--- src/rtl/lfsr_parity_gen_pkg.sv ---
// rtl/lfsr_parity_gen_pkg.sv - shared FSM type, next-state helper and maximal tap table
package lfsr_pkg;

  typedef enum logic {
    IDLE = 1'b0,
    RUN  = 1'b1
  } fsm_e;

  // Fibonacci step on a zero-extended state; callers truncate to their width.
  function automatic logic [31:0] lfsr_next(input logic [31:0] state, input logic [31:0] taps);
    return {state[30:0], ^(state & taps)};
  endfunction

  // Maximal-length feedback masks, bit i = state[i] joins the XOR.
  localparam logic [31:0] MAX_TAPS_2  = 32'h0000_0003;
  localparam logic [31:0] MAX_TAPS_3  = 32'h0000_0006;
  localparam logic [31:0] MAX_TAPS_4  = 32'h0000_000C;
  localparam logic [31:0] MAX_TAPS_5  = 32'h0000_0014;
  localparam logic [31:0] MAX_TAPS_6  = 32'h0000_0030;
  localparam logic [31:0] MAX_TAPS_7  = 32'h0000_0060;
  localparam logic [31:0] MAX_TAPS_8  = 32'h0000_00B8;
  localparam logic [31:0] MAX_TAPS_9  = 32'h0000_0110;
  localparam logic [31:0] MAX_TAPS_10 = 32'h0000_0240;
  localparam logic [31:0] MAX_TAPS_11 = 32'h0000_0500;
  localparam logic [31:0] MAX_TAPS_12 = 32'h0000_0829;
  localparam logic [31:0] MAX_TAPS_13 = 32'h0000_100D;
  localparam logic [31:0] MAX_TAPS_14 = 32'h0000_2015;
  localparam logic [31:0] MAX_TAPS_15 = 32'h0000_6000;
  localparam logic [31:0] MAX_TAPS_16 = 32'h0000_D008;
  localparam logic [31:0] MAX_TAPS_17 = 32'h0001_2000;
  localparam logic [31:0] MAX_TAPS_18 = 32'h0002_0400;
  localparam logic [31:0] MAX_TAPS_19 = 32'h0004_0023;
  localparam logic [31:0] MAX_TAPS_20 = 32'h0009_0000;
  localparam logic [31:0] MAX_TAPS_21 = 32'h0014_0000;
  localparam logic [31:0] MAX_TAPS_22 = 32'h0030_0000;
  localparam logic [31:0] MAX_TAPS_23 = 32'h0042_0000;
  localparam logic [31:0] MAX_TAPS_24 = 32'h00E1_0000;
  localparam logic [31:0] MAX_TAPS_25 = 32'h0120_0000;
  localparam logic [31:0] MAX_TAPS_26 = 32'h0200_0023;
  localparam logic [31:0] MAX_TAPS_27 = 32'h0400_0013;
  localparam logic [31:0] MAX_TAPS_28 = 32'h0900_0000;
  localparam logic [31:0] MAX_TAPS_29 = 32'h1400_0000;
  localparam logic [31:0] MAX_TAPS_30 = 32'h2000_0029;
  localparam logic [31:0] MAX_TAPS_31 = 32'h4800_0000;
  localparam logic [31:0] MAX_TAPS_32 = 32'h8020_0003;

endpackage

--- src/rtl/lfsr_parity_gen_if.sv ---
// rtl/lfsr_parity_gen_if.sv - valid/ready word stream carrying {parity, state}
interface lfsr_parity_gen_if #(
  parameter int WIDTH = 7
);
  logic [WIDTH:0] out_data;
  logic           out_valid;
  logic           out_ready;

  modport master (output out_data, output out_valid, input out_ready);
  modport slave  (input out_data, input out_valid, output out_ready);
endinterface

--- src/rtl/lfsr_parity_gen_core.sv ---
// rtl/lfsr_parity_gen_core.sv - LFSR state register with seed load and zero-seed guard
module lfsr_core
  import lfsr_pkg::*;
#(
  parameter int              WIDTH = 7,
  parameter logic [WIDTH-1:0] TAPS = 7'b1100000,
  parameter logic [WIDTH-1:0] SEED = 7'h01
) (
  input  logic             clk,
  input  logic             rst,
  input  logic             load,
  input  logic [WIDTH-1:0] load_val,
  input  logic             step,
  output logic [WIDTH-1:0] state
);

  logic [WIDTH-1:0] next_state;

  assign next_state = WIDTH'(lfsr_next(32'(state), 32'(TAPS)));

  // An all-zero state would lock the register, so zero loads fall back to SEED.
  always_ff @(posedge clk) begin
    if (rst) begin
      state <= SEED;
    end else if (load) begin
      state <= (load_val == '0) ? SEED : load_val;
    end else if (step) begin
      state <= next_state;
    end
  end

endmodule

--- src/rtl/lfsr_parity_gen.sv ---
// rtl/lfsr_parity_gen.sv - LFSR word source with parity, back-pressure and period measurement
module lfsr_parity_gen
  import lfsr_pkg::*;
#(
  parameter int              WIDTH = 7,
  parameter logic [WIDTH-1:0] TAPS = 7'b1100000,
  parameter logic [WIDTH-1:0] SEED = 7'h01
) (
  input  logic             clk,
  input  logic             rst,
  input  logic             ena,
  input  logic             seed_load,
  input  logic [WIDTH-1:0] seed,
  input  logic             parity_odd,
  lfsr_parity_gen_if.master stream,
  output logic             seed_nack,
  output logic             period_wrap,
  output logic [WIDTH-1:0] period_len
);

  fsm_e             fsm_q;
  fsm_e             fsm_d;
  logic [WIDTH-1:0] lfsr_state;
  logic [WIDTH-1:0] lfsr_next_state;
  logic [WIDTH-1:0] seed_q;
  logic [WIDTH-1:0] seed_eff;
  logic [WIDTH-1:0] cnt_q;
  logic [WIDTH-1:0] cnt_inc;
  logic             mode_q;
  logic             core_load;
  logic             core_step;
  logic             nack_d;
  logic             handshake;

  lfsr_core #(
    .WIDTH (WIDTH),
    .TAPS  (TAPS),
    .SEED  (SEED)
  ) u_core (
    .clk      (clk),
    .rst      (rst),
    .load     (core_load),
    .load_val (seed),
    .step     (core_step),
    .state    (lfsr_state)
  );

  assign stream.out_valid = (fsm_q == RUN);
  assign stream.out_data  = {(^lfsr_state) ^ mode_q, lfsr_state};
  assign handshake        = stream.out_valid && stream.out_ready;

  assign lfsr_next_state  = WIDTH'(lfsr_next(32'(lfsr_state), 32'(TAPS)));
  assign seed_eff         = (seed == '0) ? SEED : seed;
  assign cnt_inc          = (cnt_q == {WIDTH{1'b1}}) ? cnt_q : cnt_q + WIDTH'(1);

  always_comb begin
    fsm_d     = fsm_q;
    core_load = 1'b0;
    core_step = 1'b0;
    nack_d    = 1'b0;
    unique case (fsm_q)
      IDLE: begin
        core_load = seed_load;
        if (ena) fsm_d = RUN;
      end
      RUN: begin
        nack_d = seed_load;
        // Valid is never withdrawn; leaving RUN waits for the pending word to be taken.
        if (handshake) begin
          core_step = 1'b1;
          if (!ena) fsm_d = IDLE;
        end
      end
      default: fsm_d = IDLE;
    endcase
  end

  always_ff @(posedge clk) begin
    if (rst) begin
      fsm_q       <= IDLE;
      seed_q      <= SEED;
      mode_q      <= 1'b0;
      cnt_q       <= '0;
      period_len  <= '0;
      period_wrap <= 1'b0;
      seed_nack   <= 1'b0;
    end else begin
      fsm_q       <= fsm_d;
      seed_nack   <= nack_d;
      period_wrap <= 1'b0;
      if (core_load) begin
        seed_q <= seed_eff;
        mode_q <= parity_odd;
        cnt_q  <= '0;
      end else if (handshake) begin
        if (lfsr_next_state == seed_q) begin
          period_wrap <= 1'b1;
          period_len  <= cnt_inc;
          cnt_q       <= '0;
        end else begin
          cnt_q <= cnt_inc;
        end
      end
    end
  end

endmodule

--- src/flat_wrapper.sv ---
// flat-port wrapper written by rule: the top's interface ports become plain ports
module lfsr_parity_gen_flat import lfsr_pkg::*;
#(
  parameter int              WIDTH = 7,
  parameter logic [WIDTH-1:0] TAPS = 7'b1100000,
  parameter logic [WIDTH-1:0] SEED = 7'h01
)
  (clk, rst, ena, seed_load, seed, parity_odd, seed_nack, period_wrap, period_len, stream_out_data, stream_out_valid, stream_out_ready);
  lfsr_parity_gen_if #(.WIDTH(WIDTH)) stream_i ();
  input  logic clk;
  input  logic rst;
  input  logic ena;
  input  logic seed_load;
  input  logic [WIDTH-1:0] seed;
  input  logic parity_odd;
  output logic seed_nack;
  output logic period_wrap;
  output logic [WIDTH-1:0] period_len;
  output wire logic [$bits(stream_i.out_data)-1:0] stream_out_data;
  output wire logic [$bits(stream_i.out_valid)-1:0] stream_out_valid;
  input wire logic [$bits(stream_i.out_ready)-1:0] stream_out_ready;
  assign stream_out_data = stream_i.out_data;
  assign stream_out_valid = stream_i.out_valid;
  assign stream_i.out_ready = stream_out_ready;
  lfsr_parity_gen #(.WIDTH(WIDTH), .TAPS(TAPS), .SEED(SEED)) u_core (.clk(clk), .rst(rst), .ena(ena), .seed_load(seed_load), .seed(seed), .parity_odd(parity_odd), .stream(stream_i), .seed_nack(seed_nack), .period_wrap(period_wrap), .period_len(period_len));
endmodule
--- config.mk ---
export PLATFORM = sky130hd
export DESIGN_NAME = lfsr_parity_gen_flat
export DESIGN_NICKNAME = d
export VERILOG_FILES = /design/src/rtl/lfsr_parity_gen_pkg.sv /design/src/rtl/lfsr_parity_gen_if.sv /design/src/rtl/lfsr_parity_gen_core.sv /design/src/rtl/lfsr_parity_gen.sv /design/src/flat_wrapper.sv
export SDC_FILE = /design/constraint.sdc
export NUM_CORES = 1
export LEC_CHECK = 0
export CORE_ASPECT_RATIO = 0.8
export CORE_UTILIZATION = 38
export CTS_CLUSTER_SIZE = 28
export DETAILED_ROUTE_END_ITERATION = 8
export PLACE_DENSITY = 0.65
export SETUP_SLACK_MARGIN = 0.02
export SLEW_MARGIN = 15
export SYNTH_ARGS = -nofsm -noshare
export SYNTH_HDL_FRONTEND = slang
export SYNTH_SLANG_ARGS = --single-unit
--- constraint.sdc ---
create_clock -name clk -period 1.4 [get_ports clk]
set_input_delay 0.21 -clock clk [delete_from_list [all_inputs] [get_ports clk]]
set_output_delay 0.21 -clock clk [all_outputs]
set_load 0.02 [all_outputs]
; Word level (Yosys, flattened, before mapping)
; Index checks and enable logic that the tools add are counted.
; W data, S select, Z words.
[op_classes]
bitwise_logic = 4
n_addsub = 1
eq_ne = 2
n_mux = 12
n_reduce_logical = 9
[ops]
columns = operator, n
row1 = $mux W7, 5
row2 = $reduce_xor A32 Y1, 1
row3 = $add A7 B1 Y7 const B, 1
row4 = $eq A7 B7 Y1, 1
row5 = $eq A7 B7 Y1 const B, 1
row6 = $logic_not A7 Y1, 1
row7 = $reduce_xor A7 Y1, 1
row8 = $mux W1, 6
row9 = $reduce_or A2 Y1, 2
row10 = $not A1 Y1, 3
row11 = $reduce_and A3 Y1, 1
row12 = $reduce_or A3 Y1, 1
row13 = $pmux W1 S2, 1
row14 = $reduce_bool A2 Y1, 1
row15 = $logic_and A1 B1 Y1, 1
row16 = $xor A1 B1 Y1, 1
[word_totals]
inputBits = 13
register_bits = 32
out_inout_bits = 18
elab_cells = 36

; Depth between registers and ports, before layout
; Gate-level depths: netlist of run 1.
[depth]
ltp_word = 5
depth_mapped = 6

; Hierarchy
; Synthesis of run 1 repeated with hierarchy kept, for this count alone.
[hier_totals]
cells_unflattened = 182
area_unflattened_um2 = 1647.8
[by_module_without_submodules]
columns = module, seq_area_each_um2, instances, cells_per_inst, area_each_um2
row1 = lfsr_parity_gen, 500.5, 1, 147, 1310.0
row2 = lfsr_core, 140.1, 1, 35, 337.8

; Worst setup path before layout of run 1
; No wires, ideal clock.
[synth_timing]
path_kind = register to register
startpoint = reg u_core.u_core.state[6]
endpoint = reg u_core.period_len[5]
period_less_slack_ns = 1.532
stages_incl_launch_ff = 5
slack_ns = -0.132
arrival_ns = 1.398
path_cell_list = dfxtp_1 > xnor2_2 > mux2_4 > nor3_4 > a211oi_1
[synth_between]
elab_chain_len = 3
[synth_lines]
columns = element, line_no
row1 = start: declaration, lfsr_parity_gen_core.sv:14  ; output logic [WIDTH-1:0] state
row2 = start signal: assignment, lfsr_parity_gen_core.sv:26  ; state <= (load_val == '0) ? SEED : load_val;
row3 = start signal: assignment, lfsr_parity_gen_core.sv:28  ; state <= next_state;
row4 = $reduce_xor A32 Y1, lfsr_parity_gen_pkg.sv:11  ; return {state[30:0], ^(state & taps)};
row5 = $eq A7 B7 Y1, lfsr_parity_gen.sv:96  ; if (lfsr_next_state == seed_q) begin
row6 = $reduce_and A3 Y1 (no source line), -
row7 = end signal: assignment, lfsr_parity_gen.sv:98  ; period_len <= cnt_inc;
row8 = end: declaration, lfsr_parity_gen.sv:18  ; output logic [WIDTH-1:0] period_len
; Every way passes these cells.
; A chain may end at the register's enable or synchronous reset.

; Worst setup path in the final report of run 1
[layout_timing]
startpoint = reg u_core.u_core.state[5]
endpoint = reg u_core.cnt_q[3]
[layout_between]
elab_chain_len = 3
[layout_lines]
columns = element, line_no
row1 = $reduce_xor A32 Y1, lfsr_parity_gen_pkg.sv:11
row2 = $eq A7 B7 Y1 (*), lfsr_parity_gen.sv:96
row3 = $mux W7 (*), lfsr_parity_gen.sv:96
row4 = end signal: assignment, lfsr_parity_gen.sv:101  ; cnt_q <= cnt_inc;
row5 = end: declaration, lfsr_parity_gen.sv:27  ; logic [WIDTH-1:0] cnt_q;
; Every way passes the cells marked *; elsewhere a longest branch is shown, timed or not.

==> impl_metrics.toml, run 1 <==
[status]
outcome = "complete, but fails checks"
violations = "negative setup slack"

[yosys]
ys_types = 41
synth_warnings = 0
syn_avg_cell_area_um2 = 8.47
syn-num-nets = 198
synth_top_cell_by_area = "dfxtp_1"
synth_top_area_frac = 0.411
synth_area_leaders = "dfxtp_1 41%, nand2_1 8.2%, xnor2_1 6.2%"
synth_common_cells = "34 x nand2_1, 32 x dfxtp_1, 15 x a21oi_1"
postSynth.asyncResetShare = 0
syn-instance-count = 184
netlist_area_mm2 = 0.00156
synth.most_common_cell = "nand2_1"
seq_area_frac_synth = 0.411
synth-main-ff-cell = "dfxtp_1"
synth_edf_count = 0
ys_seq_elements = 32

[layout]
multi_input_area_mm2 = 0.00112
diodes = 0
nNetsFinal = 269
seq_area_um2 = 653
drive_above_1_share = 0.383
postLayoutCoreUtil = 0.669
area_growth_pct = 65.5
stdcell_count = 311
fill_cells = 330

[critical_path]
critPathKind = "reg -> reg"
worstPathArrival_ns = 1.77
worst_setup_path_end_kind = "register"
slowest_delay_ns = 0.38
required_ns = 1.56
cp.buffers_inverters = 1
cp_common_cell = "nor4_1"
worstPathCellList = "buf_6 > or2_4 > mux2_4 > nor4_1 > nor4_1"
critPathSlowestCell = "nor4_1"
path_max_fanout = 6
start_kind = "register"
critPathTopFamily = "simple AND/OR/NAND/NOR gates"

[power]
vdd_drop_max_mv = 0.514
power_frac_comb = 0.268
p_int_mw = 1.66
swShare = 0.298
clkPwrFrac = 0.319
switchingPower_mw = 0.708
power.leakage_nw = 1.04
pwr-share-seq = 0.413
p_per_area_mw_per_mm2 = 920
power.total_mw = 2.37

[timing]
setup_slack_ns = -0.212
setup_viol = 15
fmaxAchievable_mhz = 621
finalHoldViolations = 0
slew_violations = 0
period_share = 1.15
finalClockSkew_ns = 0.00895
rsz0062_at_grt = "yes"
worstMarginPinSlew_ns = 0.398
finalCriticalPeriod_ns = 1.61
slew_headroom = 0.732

[floorplanning]
core_mm2 = 0.00385
start_util = 0.404
ioPinCount = 31
placementRows = 20
fp.dieW_um = 73.6
die_h_um = 59.3
dieArea_mm2 = 0.00436

[cts]
hold_buffers = 0
h-tree-depth = 2
numCtsBuffers = 5
cts_buffer_depth = 2
cts.reportedPaths.clkPinSlew_ns = 0.07
cts_tree = "done"
clk_latency_ns = 0.29
cts.sink_count = 32
clock-root-buffer = "clkbuf_8"

[global_route]
grt_pass1_vias = 1457
grtUsageTotal = 0.222
grt_overflow = 0
grt_pass1_wl_um = 7000
antenna_found_initial = 0
grt_max_degree = 22

[drt]
drt_iter0_drc = 131
drt_pass1_iterations = 4
drc = 0
drt-total-wl_um = 4740
ant_nets = 0
vias_per_cell = 5.31
routedWlPerCell_um = 15.2
vias = 1650

[place]
dp_cells = 295
dpl.hpwl_um = 3280
globalplace.congestion = 0.819
port_buffers = 30
pre_cts_ws_ns = -0.343

[worst_hold_path]
hp-class = "reg -> reg"

[flow_run]
maxCapViolations = 0
## routing by layer
metal	wire length, µm	GRT usage
met5	0	0
met4	53	0.0934
met3	325	0.0510
met2	2260	0.343
met1	2090	0.299
## tightest hold or removal path: stages, from the launching register on
cell	delay, ns
dfxtp_1	0.31
nand2_1	0.05
mux2i_1	0.06
## cell type report
class,instances,area share
multi-input cells,140,0.433
flip-flops and latches,32,0.253
repair buffers,73,0.246
clock buffers,7,0.0335
well taps,55,0.0267
inverters,3,0.00437
clock inverters,1,0.00291
## kinds of logic (layout without fill, tap and decap cells)
logic type | Yosys count | after routing | share of synthesized area
AO/OA/AOI/OAI | 44 | 44 | 0.180
XOR/XNOR | 14 | 14 | 0.0835
adder cells (fa/ha/maj) | 1 | 1 | 0.00803
buffers and inverters | 12 | 84 | 0.0305
flip-flops | 32 | 32 | 0.411
multiplexers | 6 | 6 | 0.0442
AND/OR/NAND/NOR | 75 | 75 | 0.243
## stage by stage
| stage | setup TNS (ns) | instance area, µm² | hold slack, ns |
|---|---|---|---|
| CTS | -1.67 | 2450 | 0.469 |
| global route | -2.55 | 2580 | 0.486 |
| floorplan | 0 | 1590 | 0.315 |
| global placement | -5.37 | 2180 | 0.447 |
| finish | -1.50 | 2580 | 0.464 |
| detailed placement | -6.19 | 2180 | 0.462 |
## registers in the layout (all words and copies together) (netlist names)
| register | flops |
|---|---|
| u_core.cnt_q | 7 |
| u_core.period_len | 7 |
| u_core.seed_q | 7 |
| u_core.u_core.state | 7 |
| u_core.mode_q | 1 |
| u_core.period_wrap | 1 |
| u_core.seed_nack | 1 |
| u_core.stream.out_valid | 1 |
## path summary, 6_finish.rpt
path / from / to / slack [ns] / cells past startpoint
min reg2reg: u_core.period_len[0] / u_core.period_len[0] / 0.46 / 2
max reg2reg: u_core.u_core.state[5] / u_core.cnt_q[3] / -0.21 / 5
min: u_core.period_len[0] / u_core.period_len[0] / 0.46 / 2
max: u_core.u_core.state[5] / u_core.cnt_q[3] / -0.21 / 5
## what timing repair did
item / in CTS / in global routing
pin swaps: 9 / 15
setup buffers: 4 / 4
resized for setup: 53 / 21
setup endpoints to repair: 37 / 24
## power by group through the flow
stage	clock network (mW)	registers, mW	logic [mW]
CTS	0.766	0.976	0.565
global route	0.815	0.984	0.673
finish	0.757	0.980	0.635
floorplan	0	1.02	0.238
global placement	0	0.985	0.489
detailed placement	0	0.987	0.501
## cells in the final DEF, fill, tap and decap left out, types with 3 or more instances in the layout
cell type        instances
clkbuf_8                 6
a31oi_1                  9
dfxtp_1                 24
nand2_1                 32
buf_4                   35
mux2i_1                  4
dlygate4sd2_1           13
dfxtp_2                  7
buf_6                    9
inv_1                    3
xnor2_2                  7
clkdlybuf4s50_1         12
nand3_1                  6
nor4_1                   3
nor2_1                   6
a21oi_1                 14
nor3_2                   3
nand4_1                  3
o21ai_0                  3
xnor2_4                  4
Power figures use the tool's default switching activity.
==> inputs of run 2 (changes only) <==
- ABC_CLOCK_PERIOD_IN_PS: default -> 1400
- CORE_UTILIZATION: 38 -> 30
- PLACE_DENSITY: 0.65 -> 0.54
==> impl_metrics.toml, run 2 (synthesized netlist as in run 1, its figures left out) <==
[status]
outcome = "complete, but fails checks"
violations = "negative setup slack"

[place]
globalplace.congestion = 0.779
dpl.hpwl_um = 3270
port_buffers = 30
pre_cts_ws_ns = -0.302

[floorplanning]
placementRows = 23
ioPinCount = 31
core_mm2 = 0.00501
dieArea_mm2 = 0.00549
fp.dieW_um = 82.6
die_h_um = 66.5
start_util = 0.311

[critical_path]
path_max_fanout = 6
timing.rr.end = "u_core.cnt_q[3]"
required_ns = 1.57
worstPathCellList = "buf_6 > or2_4 > mux2_4 > nor4_1 > nor4_2"
start_kind = "register"
critPathSlowestCell = "dfxtp_4"
r2r_cells = 5
worstPathArrival_ns = 1.71
worstReg2RegStart = "u_core.u_core.state[5]"
slowest_delay_ns = 0.35
rrSetupSlack_ns = -0.13
worst_setup_path_end_kind = "register"
critPathKind = "reg -> reg"

[power]
power.leakage_nw = 1.06
p_per_area_mw_per_mm2 = 901
power.total_mw = 2.34
vdd_drop_max_mv = 0.497

[layout]
final_common_cell = "buf_4"
diodes = 0
fill_cells = 490
layout_common_cells = "40 x buf_4, 32 x nand2_1, 22 x dfxtp_1"
drive_above_1_share = 0.405
postLayoutCoreUtil = 0.518
nNetsFinal = 272
area_growth_pct = 66.4

[worst_hold_path]
min-delay-start = "u_core.period_len[2]"
whs_endpoint = "u_core.period_len[2]"
min_path_cells = 2
hp-class = "reg -> reg"

[drt]
drt_iter0_drc = 70
drt-total-wl_um = 4570
routedWlPerCell_um = 14.2
drt_pass1_iterations = 4
ant_nets = 0
vias_per_cell = 4.90
vias = 1572
drc = 0

[timing]
rsz0062_at_grt = "yes"
setup_slack_ns = -0.133
slew_headroom = 0.775
finalClockSkew_ns = 0.00365
finalCriticalPeriod_ns = 1.53
slew_violations = 0
period_share = 1.10
setup_viol = 15
finalHoldViolations = 0
worstMarginPinSlew_ns = 0.334
hold_ws_ns = 0.456
fmaxAchievable_mhz = 652

[cts]
cts_buffer_depth = 2
cts_tree = "done"
clock-root-buffer = "clkbuf_8"
cts.reportedPaths.clkPinSlew_ns = 0.07
h-tree-depth = 2
cts.sink_count = 32
hold_buffers = 0
numCtsBuffers = 5
clk_latency_ns = 0.29

[global_route]
antenna_found_initial = 0
grt_pass1_vias = 1503
grt_pass1_wl_um = 7530
grt_overflow = 0
grtUsageTotal = 0.189
grt_max_degree = 22

[flow_run]
maxCapViolations = 0
-- run 2: repair_timing --
| action | in CTS | in global routing |
|---|---|---|
| gates resized for setup | 55 | 22 |
| buffers inserted | 4 | 1 |
| cloned | 0 | 0 |
| pin swaps | 19 | 8 |
| setup endpoints to repair | 33 | 27 |
-- run 2: area by class of cell --
cell class,count,area (µm²),area share
multi-input combinational,140,1120,0.431
tap,62,77.6,0.0299
inverter,3,11.3,0.00434
sequential,32,658,0.254
clock buffer,8,90.1,0.0347
timing repair buffer,76,638,0.246
-- run 2: power by group --
part	switching, mW	total [mW]	internal [mW]
clock	0.351	0.752	0.401
sequential	0.0362	0.981	0.945
combinational	0.298	0.605	0.307
total	0.685	2.34	1.65
-- run 2: stage by stage --
step / TNS, ns / cell area [µm²] / instances
finish: -1.22 / 2590 / 321
global route: -2.08 / 2590 / 321
CTS: -1.17 / 2520 / 320
detailed placement: -5.78 / 2230 / 308
global placement: -5.92 / 2230 / 308
floorplan: 0 / 1590 / 184
-- run 2: how the worst max path moves through the flow --
stage	startpoint	cells after the start	endpoint
6_report	u_core.u_core.state[5]	5	u_core.cnt_q[3]
3_5_place_dp	u_core.u_core.state[5]	4	stream_out_data[7]
3_3_place_gp	u_core.u_core.state[2]	4	stream_out_data[7]
4_1_cts	u_core.u_core.state[0]	4	stream_out_data[7]
2_1_floorplan	u_core.cnt_q[0]	6	u_core.period_len[0]
5_1_grt	u_core.u_core.state[5]	6	u_core.period_len[6]
-- run 2: critical path: cells and delay by family, from the launching register on --
family                 cells  cell delay [ns]
buffers and inverters      1             0.12
DFF                        1             0.35
muxes                      1             0.33
and+or+nand+nor            3             0.62
-- run 2: layer usage --
metal	global-route usage	share of wire	up-vias	wire length [µm]
met2	0.276	0.43	27	1940
met1	0.264	0.52	726	2380
li1	-	-	813	-
met3	0.0562	0.042	6	190
met4	0.0582	0.013	0	59
met5	0	0	-	0
==> inputs of run 3 (changes only) <==
- CAP_MARGIN: default -> 20
- CORE_MARGIN: default -> 3
- SETUP_SLACK_MARGIN: 0.02 -> default
==> impl_metrics.toml, run 3 (synthesized netlist as in run 1, its figures left out) <==
[status]
outcome = "complete, but fails checks"
violations = "negative setup slack"

[global_route]
grt_max_degree = 22
grtUsageTotal = 0.158
antenna_found_initial = 0
grt_pass1_vias = 1476
grt_overflow = 0
grt_pass1_wl_um = 7490

[place]
dpl-instance-area_mm2 = 0.00221
dpl.hpwl_um = 3290
pre_cts_ws_ns = -0.334
globalplace.congestion = 0.802
port_buffers = 30

[floorplanning]
die_h_um = 70.5
core_mm2 = 0.00479
fp.dieW_um = 86.6
start_util = 0.325
dieArea_mm2 = 0.00610
placementRows = 22
ioPinCount = 31

[power]
power.total_mw = 2.35
clkPwrFrac = 0.325
switchingPower_mw = 0.694
power.leakage_nw = 1.05
power_frac_comb = 0.258
p_int_mw = 1.65
pwr-share-seq = 0.417
vdd_drop_max_mv = 0.526
swShare = 0.296
p_per_area_mw_per_mm2 = 899

[critical_path]
cp.buffers_inverters = 2
rrSetupSlack_ns = -0.18
critPathKind = "reg -> reg"
critPathTopFamily = "flip-flops"
critPathCapture = "u_core.cnt_q[4]"
worstReg2RegStart = "u_core.u_core.state[5]"
critPathSlowestCell = "dfxtp_4"
slowest_delay_ns = 0.35
path_max_fanout = 4
timing.rr.end = "u_core.cnt_q[4]"
startpoint = "u_core.u_core.state[5]"
worstPathArrival_ns = 1.75
required_ns = 1.57
worstPathCellList = "buf_6 > or2_4 > mux2_4 > buf_12 > o311ai_4 > a21oi_1"
start_kind = "register"
r2r_cells = 6
worst_setup_path_end_kind = "register"
cp.depth = 6

[drt]
routedWlPerCell_um = 14.3
drt_pass1_iterations = 4
drt_iter0_drc = 124
vias_per_cell = 5.12
vias = 1650
drc = 0
ant_nets = 0
drt-total-wl_um = 4610

[timing]
slew_violations = 0
slew_headroom = 0.806
fmaxAchievable_mhz = 634
worstMarginPinSlew_ns = 0.284
finalCriticalPeriod_ns = 1.58
setup_slack_ns = -0.177
setup_viol = 15
hold_ws_ns = 0.456
finalClockSkew_ns = 0.00734
rsz0062_at_grt = "yes"
period_share = 1.13
finalHoldViolations = 0

[cts]
cts_buffer_depth = 2
hold_buffers = 0
cts_tree = "done"
clock-root-buffer = "clkbuf_8"
cts.reportedPaths.clkPinSlew_ns = 0.07
h-tree-depth = 2
clk_latency_ns = 0.29
cts.sink_count = 32
numCtsBuffers = 5

[layout]
postLayoutCoreUtil = 0.545
drive_above_1_share = 0.366
layout_common_cells = "44 x buf_4, 32 x nand2_1, 25 x dfxtp_1"
fill_cells = 485
diodes = 0
area_growth_pct = 67.5
final_area_mm2 = 0.00261
final_common_cell = "buf_4"
nNetsFinal = 275

[worst_hold_path]
hp-class = "reg -> reg"

[flow_run]
maxCapViolations = 0
## run 3: area by class of cell
type	count	area (µm²)	area share
inverter	3	11.3	0.00431
clock inverter	1	7.51	0.00288
sequential	32	652	0.250
timing repair buffer	79	678	0.260
multi-input combinational	140	1100	0.421
tap	60	75.1	0.0288
clock buffer	7	86.3	0.0331
## run 3: what timing repair did
item,in CTS,in global routing
setup buffers,6,3
resized for setup,49,14
endpoints found under the setup margin,33,22
pin swaps,15,11
endpoints found under the hold margin,0,0
## run 3: per-stage QoR
step                TNS [ns]  cells
CTS                    -1.29    319
floorplan                  0    184
finish                 -1.31    322
global route           -2.50    322
global placement       -5.31    305
detailed placement     -5.56    305
## run 3: worst min path at each step
| stage | startpoint | to | cells after the start |
|---|---|---|---|
| global route | u_core.period_len[3] | u_core.period_len[3] | 2 |
| CTS | u_core.period_len[0] | u_core.period_len[0] | 2 |
| floorplan | rst | u_core.cnt_q[5] | 1 |
| global placement | u_core.period_len[2] | u_core.period_len[2] | 2 |
| finish | u_core.period_len[0] | u_core.period_len[0] | 2 |
| detailed placement | u_core.period_len[3] | u_core.period_len[3] | 2 |
## run 3: power by group through the flow
stage	Combinational [mW]	Clock, mW	Sequential [mW]
CTS	0.554	0.794	0.975
floorplan	0.224	0	1.02
detailed placement	0.476	0	0.989
finish	0.605	0.763	0.978
global route	0.642	0.834	0.983
global placement	0.477	0	0.988
## run 3: worst min-delay path: cells and delay by family, from the launching register on
kind	cells	cell delay, ns
flops	1	0.31
simple gates	1	0.05
mux	1	0.05
## run 3: routing by layer
layer,share of wire,track usage
met1,0.50,0.243
met2,0.39,0.198
met3,0.080,0.0425
met4,0.023,0.0727
met5,0,0
